===== src/rtl/fpga_cfg_pkg.sv =====
// Shared types and default geometry for the fabric configuration loader.
package fpga_cfg_pkg;

   localparam int N_LUT     = 9;
   localparam int LUT_W     = 33;
   localparam int N_SB      = 13;
   localparam int SB_W      = 16;
   localparam int WORD_W    = 32;
   localparam int CFG_WORDS = 2*N_LUT + N_SB;

   typedef enum logic [2:0] {
      IDLE   = 3'd0,
      LUT_LO = 3'd1,
      LUT_HI = 3'd2,
      SB     = 3'd3,
      CHK    = 3'd4,
      DONE   = 3'd5,
      ERR    = 3'd6
   } cfg_state_e;

   // Tile index counter width: wide enough for the larger of the two tile arrays.
   function automatic int idx_width(input int n_lut, input int n_sb);
      int m;
      int w;
      m = (n_lut > n_sb) ? n_lut : n_sb;
      w = $clog2(m);
      return (w < 1) ? 1 : w;
   endfunction

endpackage


===== src/rtl/cfg_onehot_dec.sv =====
// Index-to-one-hot write strobe decoder; all zeros when not enabled.
module cfg_onehot_dec #(
   parameter int N  = 9,
   parameter int IW = 4
) (
   input  logic [IW-1:0] idx_i,
   input  logic          en_i,
   output logic [N-1:0]  oh_o
);

   // One comparator per tile so at most one bit can ever be set.
   for (genvar g = 0; g < N; g++) begin : g_bit
      assign oh_o[g] = en_i && (idx_i == IW'(g));
   end

endmodule


===== src/rtl/fpga_config_loader.sv =====
// Streams the bitstream into LUT (two words each) and switch-box (one word each)
// config registers, holding the user fabric disabled while loading.
// Optional feature macro: CFG_CHECKSUM_EN -- adds a trailing checksum word that
// must equal the mod-2^WORD_W sum of all data words, else the loader ends in ERR.
module fpga_config_loader #(
   parameter int N_LUT  = fpga_cfg_pkg::N_LUT,
   parameter int LUT_W  = fpga_cfg_pkg::LUT_W,
   parameter int N_SB   = fpga_cfg_pkg::N_SB,
   parameter int SB_W   = fpga_cfg_pkg::SB_W,
   parameter int WORD_W = fpga_cfg_pkg::WORD_W
) (
   input  logic              clock,
   input  logic              reset_n,
   input  logic              start,
   input  logic [WORD_W-1:0] cfg_data,
   input  logic              cfg_valid,
   output logic              cfg_ready,
   output logic [N_LUT-1:0]  lut_we,
   output logic [LUT_W-1:0]  lut_data,
   output logic [N_SB-1:0]   sb_we,
   output logic [SB_W-1:0]   sb_data,
   output logic              busy,
   output logic              done,
   output logic              error,
   output logic              fabric_en
);
   import fpga_cfg_pkg::*;

   localparam int IW = idx_width(N_LUT, N_SB);

   cfg_state_e        state_q;
   logic [IW-1:0]     idx_q;
   logic [WORD_W-1:0] lo_q;
   logic [N_LUT-1:0]  lut_we_q, lut_we_d;
   logic [LUT_W-1:0]  lut_data_q;
   logic [N_SB-1:0]   sb_we_q, sb_we_d;
   logic [SB_W-1:0]   sb_data_q;
   logic              busy_q, done_q, error_q, fabric_en_q;
   logic              xfer, idx_lut_last, idx_sb_last;
`ifdef CFG_CHECKSUM_EN
   logic [WORD_W-1:0] sum_q;
`endif

   // Ready is a pure decode of the state register, never of cfg_valid.
   assign cfg_ready    = (state_q == LUT_LO) || (state_q == LUT_HI) ||
                         (state_q == SB)     || (state_q == CHK);
   assign xfer         = cfg_valid && cfg_ready;
   assign idx_lut_last = (idx_q == IW'(N_LUT-1));
   assign idx_sb_last  = (idx_q == IW'(N_SB-1));

   cfg_onehot_dec #(.N(N_LUT), .IW(IW)) u_lut_dec (
      .idx_i (idx_q),
      .en_i  (xfer && (state_q == LUT_HI)),
      .oh_o  (lut_we_d)
   );

   cfg_onehot_dec #(.N(N_SB), .IW(IW)) u_sb_dec (
      .idx_i (idx_q),
      .en_i  (xfer && (state_q == SB)),
      .oh_o  (sb_we_d)
   );

   // Load sequencer with registered strobes, data and status outputs.
   always_ff @(posedge clock or negedge reset_n) begin
      if (!reset_n) begin
         state_q     <= IDLE;
         idx_q       <= '0;
         lo_q        <= '0;
         lut_we_q    <= '0;
         lut_data_q  <= '0;
         sb_we_q     <= '0;
         sb_data_q   <= '0;
         busy_q      <= 1'b0;
         done_q      <= 1'b0;
         error_q     <= 1'b0;
         fabric_en_q <= 1'b0;
`ifdef CFG_CHECKSUM_EN
         sum_q       <= '0;
`endif
      end else begin
         // Strobes follow the decoders every cycle, so they are single-cycle pulses.
         lut_we_q <= lut_we_d;
         sb_we_q  <= sb_we_d;
         case (state_q)
            IDLE, DONE, ERR: begin
               if (start) begin
                  state_q     <= LUT_LO;
                  idx_q       <= '0;
                  busy_q      <= 1'b1;
                  done_q      <= 1'b0;
                  error_q     <= 1'b0;
                  fabric_en_q <= 1'b0;
`ifdef CFG_CHECKSUM_EN
                  sum_q       <= '0;
`endif
               end
            end
            LUT_LO: begin
               if (xfer) begin
                  lo_q    <= cfg_data;
                  state_q <= LUT_HI;
               end
            end
            LUT_HI: begin
               if (xfer) begin
                  lut_data_q <= {cfg_data[LUT_W-WORD_W-1:0], lo_q};
                  if (idx_lut_last) begin
                     idx_q   <= '0;
                     state_q <= SB;
                  end else begin
                     idx_q   <= idx_q + IW'(1);
                     state_q <= LUT_LO;
                  end
               end
            end
            SB: begin
               if (xfer) begin
                  sb_data_q <= cfg_data[SB_W-1:0];
                  if (idx_sb_last) begin
                     idx_q <= '0;
`ifdef CFG_CHECKSUM_EN
                     state_q <= CHK;
`else
                     state_q     <= DONE;
                     busy_q      <= 1'b0;
                     done_q      <= 1'b1;
                     fabric_en_q <= 1'b1;
`endif
                  end else begin
                     idx_q <= idx_q + IW'(1);
                  end
               end
            end
`ifdef CFG_CHECKSUM_EN
            CHK: begin
               if (xfer) begin
                  busy_q <= 1'b0;
                  if (cfg_data == sum_q) begin
                     state_q     <= DONE;
                     done_q      <= 1'b1;
                     fabric_en_q <= 1'b1;
                  end else begin
                     state_q <= ERR;
                     error_q <= 1'b1;
                  end
               end
            end
`endif
            default: state_q <= IDLE;
         endcase
`ifdef CFG_CHECKSUM_EN
         // Every data word contributes to the running sum; the trailer does not.
         if (xfer && (state_q != CHK)) sum_q <= sum_q + cfg_data;
`endif
      end
   end

   assign lut_we    = lut_we_q;
   assign lut_data  = lut_data_q;
   assign sb_we     = sb_we_q;
   assign sb_data   = sb_data_q;
   assign busy      = busy_q;
   assign done      = done_q;
   assign fabric_en = fabric_en_q;
`ifdef CFG_CHECKSUM_EN
   assign error     = error_q;
`else
   assign error     = 1'b0;
`endif

endmodule

===== config.mk =====
export PLATFORM = sky130hd
export DESIGN_NAME = fpga_config_loader
export DESIGN_NICKNAME = d
export VERILOG_FILES = /design/src/rtl/fpga_cfg_pkg.sv /design/src/rtl/cfg_onehot_dec.sv /design/src/rtl/fpga_config_loader.sv
export SDC_FILE = /design/constraint.sdc
export NUM_CORES = 1
export LEC_CHECK = 0
export CAP_MARGIN = 20
export CORE_MARGIN = 3
export CORE_UTILIZATION = 49
export CTS_BUF_LIST = sky130_fd_sc_hd__clkbuf_16
export DETAILED_ROUTE_END_ITERATION = 12
export PLACE_DENSITY = 0.82
export SLEW_MARGIN = 15
export SYNTH_ARGS = -nofsm -noshare
export SYNTH_HDL_FRONTEND = slang
export SYNTH_SLANG_ARGS = --single-unit

===== constraint.sdc =====
create_clock -name clock -period 2.1 [get_ports clock]
set_clock_uncertainty 0.05 [all_clocks]
set_input_delay 0.63 -clock clock [delete_from_list [all_inputs] [get_ports clock]]
set_output_delay 0.63 -clock clock [all_outputs]
set_load 0.005 [all_outputs]

# Word level (Yosys, flattened, before mapping)
# Cells that the tools add are included.
word_totals:
  ff_bits: 112
  inputBits: 36
  output_inout_bits: 76
  word_cells: 93
op_classes:
  n_addsub: 1
  eq_ne: 23
  n_mux: 21
  n_reduce_logical: 39
ops:
  columns: ["cell", "n"]
  rows:
  - ["1-bit logical AND", 25]
  - ["4-bit equality test (second input constant)", 5]
  - ["4-bit two-way mux", 5]
  - ["4-bit by 3-bit equality test with 1-bit output (second input constant)", 4]
  - ["3-bit two-way mux", 5]
  - ["3-bit one-hot mux with 4 select lines", 1]
  - ["4-bit one-hot mux with 3 select lines", 1]
  - ["2-bit inequality test (second input constant)", 5]
  - ["3-bit equality test (second input constant)", 3]
  - ["4-bit by 2-bit equality test with 1-bit output (second input constant)", 2]
  - ["4-bit AND reduction", 2]
  - ["3-bit by 2-bit equality test with 1-bit output (second input constant)", 2]
  - ["1-bit two-way mux", 6]
  - ["2-bit AND reduction", 3]
  - ["5-bit AND reduction", 1]
  - ["4-bit by 1-bit adder with 4-bit output (second input constant)", 1]
  - ["4-bit by 1-bit equality test with 1-bit output (second input constant)", 1]
  - ["4-bit logical NOT", 1]
  - ["1-bit one-hot mux with 2 select lines", 2]
  - ["3-bit by 1-bit equality test with 1-bit output (second input constant)", 1]
  - ["3-bit logical NOT", 1]
  - ["1-bit logical OR", 3]
  - ["3-bit nonzero test", 1]
  - ["3-bit OR reduction", 1]
  - ["2 further kinds", 2]

# Logic depth before layout (Yosys ltp)
# Gate-level depths: netlist of the first run.
logic_depth:
  depth_word: 7
  ltp_mapped: 7
  mapped_depth_nobuf: 6

# Cells and area by module
# Synthesis of the first run repeated with hierarchy kept, for this count alone.
hier_totals:
  hier_cells: 293
  area_unflattened_um2: 4346.7
modules_own_cells:
  columns: ["module", "n_inst", "cells_each", "area_per_inst_um2"]
  rows:
  - ["fpga_config_loader", 1, 258, 4160.2]
  - ["cfg_onehot_dec at u_sb_dec", 1, 20, 103.8]
  - ["cfg_onehot_dec at u_lut_dec", 1, 15, 82.6]

# Least setup slack after synthesis of the first run
# No wires, ideal clock.
synth_path:
  kind: "input -> register"
  from: "input port cfg_valid"
  to: "register lo_q[10]"
  setup_time_ps: 125
  arrival_ps: 1558
  required_ps: 1925
  slack_ps: 367
  path_stages: 5
  path_buffers: 2
  cell_sequence: "nor3b_1 -> and2_1 -> buf_4 -> buf_6 -> mux2_2"
synth_via:
  elab_chain_cells: 2
synth_lines:
  columns: ["item", "line", "source"]
  rows:
  - ["start, declared", "fpga_config_loader.sv:16", "input logic cfg_valid,"]
  - ["1-bit logical AND", "fpga_config_loader.sv:47", "assign xfer = cfg_valid && cfg_ready;"]
  - ["2-bit AND reduction (no line)", null, null]
  - ["end signal, assigned", "fpga_config_loader.sv:100", "lo_q <= cfg_data;"]
  - ["end, declared", "fpga_config_loader.sv:33", "logic [WORD_W-1:0] lo_q;"]
# No other way between the ends.
# A chain may end at the register's enable or synchronous reset.

# Worst setup path after layout of the first run
layout_path:
  from: "input port cfg_valid"
  to: "register lo_q[14]"
# The elaborated chain is that of the path after synthesis.

==> flow_summary.toml, run 1 <==
[place]
post-place-ws_ns = -0.196
io_buffers = 110
dp.final_hpwl_um = 6220
gp_congestion = 0.761

[timing]
max_slew.worst_pin.slew_ns = 0.580
fin_crit_sh_pct = 93.1
finalMaxSlewViolations = 0
maxSlewHeadroom_pct = 61.4
hold_ws_ns = 0.321
setup-violations-final = 0
setup_slack_ns = 0.145
rsz0062_at_grt = "no"
fin_crit_ns = 1.96
hold_viol_final = 0
fmax_mhz = 511

[floorplanning]
fp.dieH_um = 101
die_x_um = 101
die_area_um2 = 10200
coreArea_um2 = 8760
core.rowCount = 34
ios = 112
start_util_pct = 50.5

[synthesis]
syn_nets = 375
synth_area_leaders = "dfrtp_1 (63%), mux2_2 (16%), nand2_1 (5.1%)"
netlist_instances = 335
async_flop_share_pct = 100
yosysSeqAreaShare_pct = 63.3
yosys.area.top_type = "dfrtp_1"
yosys_warnings = 0
synthesis.area_um2 = 4430
synth_edf_count = 0
synth_top_area_share_pct = 63.3
synth_seq_cells = 112
synth_cell_types = 42
synth_flop_cell = "dfrtp_1"
synth_area_per_cell_um2 = 13.2
yosysMostFrequentCell = "dfrtp_1"
ys_top_cells_by_count = "dfrtp_1 (112), mux2_2 (62), nand2_1 (60)"

[grt]
grt-busiest-layer = "met2"
met3_usage_pct = 4.71
gr-total-overflow = 0
grt_util_met1_pct = 24.0
grt_usage_pct = 18.4
grt_pass1_wl_um = 14700
grt_util_met2_pct = 30.3
antenna_found_initial = 0
grt_max_degree = 113
grt_pass1_vias = 2983

[clocking]
clockBufferDepth = 2
htreeDepth = 3
cts.clk_slew.worst_paths_ns = 0.07
clock-sinks = 112
cts_tree = "done"
clk-insertion-delay-late_ns = 0.34
cts_buffers = 9
cts-root-buf = "clkbuf_16"
holdBufCountCts = 0

[route]
antenna_left = 0
drt-total-wl_um = 8880
wl_per_cell_um = 15.7
drt-pass1-iter-count = 4
drc = 0
num_vias = 2911
first_iter_violations = 140
via_per_inst = 5.15

[power_and_ir_drop]
total_power_w = 0.00818
power.leakage_nw = 2.69
cellPowerDensity_nw_per_um2 = 1370
ir_drop_mv = 0.651

[worst_setup_path]
path_cells = "clkdlybuf4s50_1 > nor3b_1 > and2_2 > buf_12 > mux2_2"
path_buf_inv = 2
arrival_ns = 2.13
r2r_slack_ns = 0.36
critPathLaunchType = "input pin"
cp-end-kind = "flip-flop"
crit_family = "buffers and inverters"
cp.required_ns = 2.27
cp_max_fo = 15
slowest_delay_ns = 0.49
worstSetupPathType = "in -> reg"
cp_slowest_cell = "clkdlybuf4s50_1"

[flow_run]
maxCapViolations = 0

[layout]
antennaDiodeCount = 0
drive_gt1_share_pct = 22.8
nNetsFinal = 492
syn_to_final_growth_pct = 35.1

[worst_hold_path]
hold_path_class = "in -> async"

[status]
status = "finished clean"
==> report_power, final <==
group / internal (W) / total (W) / switching (W)
clock: 0.000928 / 0.00168 / 0.000753
sequential: 0.00301 / 0.00348 / 0.000471
combinational: 0.00188 / 0.00301 / 0.00113
total: 0.00582 / 0.00818 / 0.00236
==> repair_timing <==
action                                  in CTS  in global routing
resized for setup                            1                  0
endpoints found under the setup margin       1                  0
setup buffers                                0                  0
==> layout make-up <==
cell class	instances	area [µm²]
Fill cell	667	2780
Timing Repair Buffer	127	1270
Tap cell	108	135
Sequential cell	112	2800
Inverter	5	18.8
Multi-Input combinational cell	197	1460
Clock inverter	7	68.8
Clock buffer	9	225
==> routing by layer <==
| layer | part of all wire [%] | wire (µm) |
|---|---|---|
| met5 | 0 | 0 |
| met4 | 0.93 | 83 |
| met3 | 6.6 | 582 |
| met2 | 51 | 4530 |
| met1 | 42 | 3690 |
==> flip-flops by register name, indices dropped and copies added (netlist names), 3 cells and up <==
register / flops
lut_data: 33
sb_we: 13
sb_data: 16
state_q: 3
lo_q: 32
lut_we: 9
idx_q: 4
==> cell usage in the layout (no fill, tap or decap), drive strengths merged <==
master / synthesis / layout
ha: 4 / 4
nor2b: 2 / 2
xnor2: 1 / 1
and2: 3 / 3
nor2: 22 / 22
and2b: 1 / 1
o221ai: 1 / 1
a31oi: 1 / 1
nor3b: 3 / 3
and3b: 1 / 1
xor2: 1 / 1
or2b: 1 / 1
a21o: 3 / 3
nand3b: 1 / 1
nand2b: 2 / 2
buf: 19 / 18
a221o: 1 / 1
dfrtp: 112 / 112
o22ai: 1 / 1
a21oi: 3 / 3
nor4b: 2 / 2
bufinv: 0 / 1
nand3: 2 / 2
nor3: 3 / 3
a22o: 1 / 1
clkinv: 0 / 3
a211o: 2 / 2
mux2: 66 / 66
or2: 1 / 1
clkbuf: 2 / 9
conb: 1 / 1
nand2: 60 / 60
o41a: 1 / 1
clkdlybuf4s50: 0 / 108
inv: 5 / 8
nor4: 3 / 3
dlygate4sd2: 0 / 1
o21ai: 3 / 3
==> stage by stage <==
stage,instances,cell area (µm²),utilization [%],TNS [ns]
final,565,5980,68.2,0
after global routing,565,5980,68.2,0
after CTS,565,5980,68.2,0
after detailed placement,549,5690,64.9,-9.07
after global placement,549,5690,64.9,-9.07
after floorplan,335,4430,-,0
==> cells by family after synthesis <==
family	after synthesis	share of synthesized area (%)
flip-flops	112	63.3
AND/OR/NAND/NOR	107	11.5
multiplexers	66	16.8
buffers and inverters	26	3.82
AO/OA/AOI/OAI	17	2.94
adder cells (fa/ha/maj)	4	1.13
XOR/XNOR	2	0.396
other	1	0.0847
==> worst paths after layout <==
| path | from | end | depth (start not counted) |
|---|---|---|---|
| worst min register to register | sb_data[8] | sb_data[8] | 2 |
| worst max-delay path | cfg_valid | lo_q[14] | 5 |
| min in group clock | sb_data[8] | sb_data[8] | 2 |
| max in group asynchronous | reset_n | lut_data[0] | 2 |
| worst min-delay path | reset_n | lo_q[27] | 2 |
| worst max register to register | state_q[2] | lo_q[14] | 5 |
==> worst reg2reg max path, cell delays in order (launching register included) <==
cell,delay (ns)
dfrtp_1,0.40
buf_4,0.18
nor3b_1,0.22
and2_2,0.26
buf_12,0.17
mux2_2,0.35
No activity file was read; power rests on OpenSTA's default activity.
==> inputs of run 2 (changes only) <==
--- a/config.mk
+++ b/config.mk
@@ -11,7 +11,7 @@
 export CTS_BUF_LIST = sky130_fd_sc_hd__clkbuf_16
 export DETAILED_ROUTE_END_ITERATION = 12
 export PLACE_DENSITY = 0.82
-export SLEW_MARGIN = 15
+export SLEW_MARGIN = 5
 export SYNTH_ARGS = -nofsm -noshare
 export SYNTH_HDL_FRONTEND = slang
 export SYNTH_SLANG_ARGS = --single-unit
==> results of run 2 <==
Final layout, timing and power as in run 1 (identical DEF).
==> inputs of run 3 (changes only) <==
--- a/config.mk
+++ b/config.mk
@@ -5,6 +5,7 @@
 export SDC_FILE = /design/constraint.sdc
 export NUM_CORES = 1
 export LEC_CHECK = 0
+export ABC_AREA = 1
 export CAP_MARGIN = 20
 export CORE_MARGIN = 3
 export CORE_UTILIZATION = 49
==> run 3 against run 2 <==
Sequential share of layout area fell by 0.20 points. Wire length rose by 7.6%. Clock power fell by 4%. Synthesized cell count rose by 27%. Global-route usage rose by 0.92 points. Fmax fell by 3.4%. Via count rose by 11%. Register-to-register slack improved by 0.03 ns. Sequential power fell by 3%. Flip-flop and latch count did not move.
==> flow_summary.toml, run 3 <==
[floorplanning]
ios = 112
core.rowCount = 34
die_x_um = 101
die_area_um2 = 10300
coreArea_um2 = 8760
start_util_pct = 50.9
fp.dieH_um = 101

[flow_run]
maxCapViolations = 0

[worst_setup_path]
cp_slowest_cell = "dfrtp_1"
worstSetupPathType = "reg -> out"
path_buf_inv = 1
critPathLaunchType = "flip-flop"
cp.required_ns = 1.42
path_cells = "nor2_2 > xor2_2 > dlygate4sd2_1"
slowest_delay_ns = 0.39
arrival_ns = 1.34
cp-end-kind = "output pin"
crit_family = "flip-flops"
cp_max_fo = 2

[grt]
grt_pass1_vias = 3263
antenna_found_initial = 0
gr-total-overflow = 0
grt_pass1_wl_um = 15700
grt_usage_pct = 19.4
grt_max_degree = 113

[clocking]
clockBufferDepth = 2
htreeDepth = 3
clk-insertion-delay-late_ns = 0.33
cts_setup_buffers = 0
clock-sinks = 112
cts_tree = "done"
cts.clk_slew.worst_paths_ns = 0.07
cts_buffers = 9
cts-root-buf = "clkbuf_16"

[synthesis]
yosys_warnings = 0
yosysSeqAreaShare_pct = 62.9
synth_cell_types = 28
synth_area_leaders = "dfrtp_1 (63%), nand2_1 (7.2%), mux2_4 (5.7%)"
async_flop_share_pct = 100
synthesis.area_um2 = 4460
synth_area_per_cell_um2 = 10.5
synth_edf_count = 0
syn_nets = 466
synth_seq_cells = 112
netlist_instances = 426
ys_top_cells_by_count = "dfrtp_1 (112), nand2_1 (85), inv_1 (47)"
synth_top_area_share_pct = 62.9
yosysMostFrequentCell = "dfrtp_1"
synth_flop_cell = "dfrtp_1"
yosys.area.top_type = "dfrtp_1"

[timing]
max_slew.worst_pin.slew_ns = 0.574
rsz0062_at_grt = "no"
finalMaxSlewViolations = 0
fin_tns_setup_ns = 0
fmax_mhz = 494
fin_crit_ns = 2.02
maxSlewHeadroom_pct = 61.8
hold_viol_final = 0
setup-violations-final = 0
fin_crit_sh_pct = 96.4

[layout]
layout_commonest_cell = "dfrtp_1"
antennaDiodeCount = 0
drive_gt1_share_pct = 11.3
final_cell_mix = "dfrtp_1 (112), clkdlybuf4s50_1 (108), nand2_1 (85)"
largest_register_ffs = 33
fin_area_um2 = 6010
syn_to_final_growth_pct = 34.7
nNetsFinal = 579

[power_and_ir_drop]
ir_drop_mv = 0.751
cellPowerDensity_nw_per_um2 = 1310
power.leakage_nw = 2.95

[route]
antenna_left = 0
via_per_inst = 4.98
first_iter_violations = 97
drc = 0
wl_per_cell_um = 14.7
num_vias = 3234
drt-pass1-iter-count = 4
drt-total-wl_um = 9560

[place]
io_buffers = 110
dp.final_hpwl_um = 6850
placed_area_um2 = 5720
gp_congestion = 0.840

[worst_hold_path]
hold_path_class = "in -> async"

[status]
status = "finished clean"
==> run 3: path summary, 6_finish.rpt <==
check	startpoint	to	slack [ns]	depth (start not counted)
worst max-delay path	state_q[0]	cfg_ready	0.08	3
worst min-delay path	reset_n	idx_q[0]	0.32	2
worst max register to register	idx_q[0]	state_q[2]	0.39	9
worst min register to register	lut_data[25]	lut_data[25]	0.43	2
max in group asynchronous	reset_n	lo_q[16]	1.25	2
min in group clock	lut_data[25]	lut_data[25]	0.43	2
==> run 3: cell type report <==
type	instances	area, µm²
well taps	108	135
multi-input cells	244	1360
repair buffers	121	1240
flip-flops and latches	112	2800
inverters	51	191
clock buffers	9	225
clock inverters	5	51.3
fillers	659	2760
==> run 3: logic make-up (layout without fill, tap and decap cells) <==
group | after synthesis | count (layout) | share of synthesized area, %
xor+xnor | 2 | 2 | 0.393
flops | 112 | 112 | 62.9
other cells | 1 | 1 | 0.0841
mux | 18 | 18 | 5.98
simple gates | 151 | 151 | 14.9
buf+inv | 70 | 186 | 6.90
compound gates | 68 | 68 | 7.77
fa+ha+maj | 4 | 4 | 1.12
==> run 3: power breakdown <==
part	total (W)	switching (W)	internal, W
sequential	0.00336	0.000421	0.00294
combinational	0.00293	0.00132	0.00161
clock	0.00161	0.000705	0.000903
==> run 3: worst reg2reg max path: stages (launching register included) <==
cell	delay, ns
dfrtp_1	0.45
inv_1	0.11
ha_1	0.21
nand3_1	0.18
nand2_1	0.18
nand2_1	0.06
inv_1	0.08
nand3_1	0.13
nand2_1	0.09
nand2_1	0.05
==> run 3: through the flow <==
step                      std cells  power [W]  utilization [%]  hold WS [ns]  worst slack [ns]
after floorplan                 426    0.00480                -         0.284             0.650
after global placement          636    0.00617             65.3         0.417            0.0782
after detailed placement        636    0.00635             65.3         0.424            0.0583
after CTS                       650    0.00797             68.5         0.349            0.0657
after global routing            650    0.00843             68.5         0.367            0.0201
final                           650    0.00790             68.5         0.321            0.0766
==> run 3: routing by layer <==
metal  GRT usage [%]  part of all wire [%]  up-vias  wire length, µm
met1            26.0                    43     1557             4100
met5               0                     0        -                0
li1                -                     -     1582                -
met3            2.69                   4.1       12              391
met2            32.1                    52       83             4920
met4            7.36                   1.5        0              145
==> run 3: what timing repair did <==
| item | 4_1_cts | 5_1_grt |
|---|---|---|
| gates resized for setup | 2 | 1 |
| pin swaps | 1 | 1 |
| hold endpoints to repair | 0 | 0 |
| gates cloned | 0 | 0 |
| hold buffers | 0 | 0 |
| endpoints found under the setup margin | 1 | 1 |
==> edit (config.mk and constraints of run 2) <==
Make the reset (`reset_n`) synchronous in one clocked block.
--- a/src/rtl/fpga_config_loader.sv
+++ b/src/rtl/fpga_config_loader.sv
@@ -62,5 +62,5 @@
 
    // Load sequencer with registered strobes, data and status outputs.
-   always_ff @(posedge clock or negedge reset_n) begin
+   always_ff @(posedge clock) begin
       if (!reset_n) begin
          state_q     <= IDLE;
Behaviour: differs if reset_n is asserted again (counterexample within 4 cycles, from zero or initial values and one cycle with reset_n low); with reset_n held inactive, the same outputs for 10 cycles.
==> edit against run 2 <==
Wire length rose by 13%; setup slack better by 42 ps; sequential cell count is the same; hold slack improved by 81 ps; count of clock-buffer cells in the layout is the same; global-route usage rose by 2.2 points; design area fell by 3.5%; area after synthesis fell by 4.2%; via count increased by 22%; first-iteration DRC count is 5.7% lower; critical endpoint is now lut_data[6]; largest cell class unchanged; highest routed layer unchanged.
Power is not compared: it rests on default switching activity, and its combinational part moved more than twofold at a synthesized area within 25%.
==> edit: results (changes against run 2) <==
synthesis.nets: 528  # +41%
crit_fanout: 2  # -13
yosys.area_share.xor_xnor: 0.00620  # +0.00224
timing.rr.end: "state_q[1]$_SDFFE_PN0P_"
grt_usage: 0.206  # +0.0219
dr.pass1.iters: 5  # +1
ff2ff_setup_slack_ps: 550  # +190 ps
critPathArrivalTime_ps: 1230  # -900 ps
fin_hold_ws_ps: 402  # +80.7 ps
reg2reg_from: "idx_q[0]$_SDFFE_PN0P_"
hpwl_um: 7180  # +15%
synth_ff_type: "dfxtp_1"
synth_fa_ha_area_frac: 0.0118  # +0.000497
clk_latency_ps: 340  # about the same
async_flop_share: 0  # -1.00
drt_iter0_drc: 132  # -5.7%
viasPerCell: 5.03  # -2.3%
nNonClkBuffers: 129  # +1.6%
nMultiInputCombCells: 339  # +72%
buf_share: 0.223  # +0.00984
diodes: 0  # unchanged
synth-seq-area-share: 0.529  # -0.104
synth_common_cells: "169 x nand2_1, 112 x dfxtp_1, 61 x a21boi_1"
path_clk_slew_ps: 70  # about the same
sh_seq_area: 0.388  # -0.0802
grt_pass1_wl_um: 16500  # +12%
status: "completed"
postCtsSetupRepairBufs: 0  # unchanged
worst_ir_drop_vdd_mv: 0.383
drive_gt1_frac: 0.0735  # -0.154
clock_buffers: 9  # unchanged
routed_wl_um: 10000  # +13%
n_all_inverters: 3  # -2
power_switching_share: 0.232
port_buffers: 110  # unchanged
globalplace.congestion: 0.802  # +5.5%
hp-start: "lo_q[5]$_SDFFE_PN0P_"
comb_power_share: 0.075
synth_compound_gate_area_share: 0.178  # +0.148
multi_input_area_share: 0.316  # +0.0725
area_share_clock_buf_inv: 0.0481  # -0.00105
grt_pass1_vias: 3470  # +16%
r2r.worst_path.cells: 6  # +1
nets: 634  # +29%
ys_seq_elements: 112  # unchanged
largest_register_ff_count: 33  # unchanged
crit_family: "buffers and inverters"
antenna_found_initial: 0  # unchanged
htree_levels: 3  # unchanged
fillers: 665  # -0.30%
startpoint: "lut_data[6]$_SDFFE_PN0P_"
ys_types: 44  # +4.8%
grt_max_degree: 33  # -71%
ys_warn_count: 0  # unchanged
synthTopCellsByArea: "dfxtp_1 53%, nand2_1 15%, a21boi_1 11%, a21boi_0 4.6%, nor2_1 2.2%"
min_path_type: "flip-flop to flip-flop"
slowest_delay_ps: 520  # +30 ps
leakagePower_uw: 0.00202
cp-endpoint: "lut_data[6]"
synthMuxAreaShare: 0.00266  # -0.165
[edit: kinds of logic (layout without fill, tap and decap cells)]
group                      Yosys count  in the layout
DFF                                112            112
buffers and inverters               37            148
other                                1              1
xor gates and xnor gates             3              3
muxes                                1              1
and+or+nand+nor                    229            229
adders and majority gates            4              4
AOI/OAI and AO/OA                  101            101
[edit: layer usage]
layer	up-vias	GRT usage	wire length, um
li1	1792	-	-
met1	1643	0.268	4540
met2	97	0.342	4750
met3	10	0.0524	603
met4	0	0.0525	104
met5	-	0	0
[edit: through the flow]
step	utilization	area, um^2	std cells	power [uW]	setup WS [ps]
finish	0.696	5770	704	4080	187
global route	0.696	5770	704	4240	37.6
CTS	0.696	5770	704	4100	191
detailed placement	0.662	5490	688	2530	-108
global placement	0.662	5490	688	2520	-61.6
floorplan	-	4240	488	2380	373
[edit: repair_timing]
action | in CTS | in global routing
hold endpoints to repair | 0 | 0
gates resized for setup | 2 | 0
endpoints found under the setup margin | 1 | 0
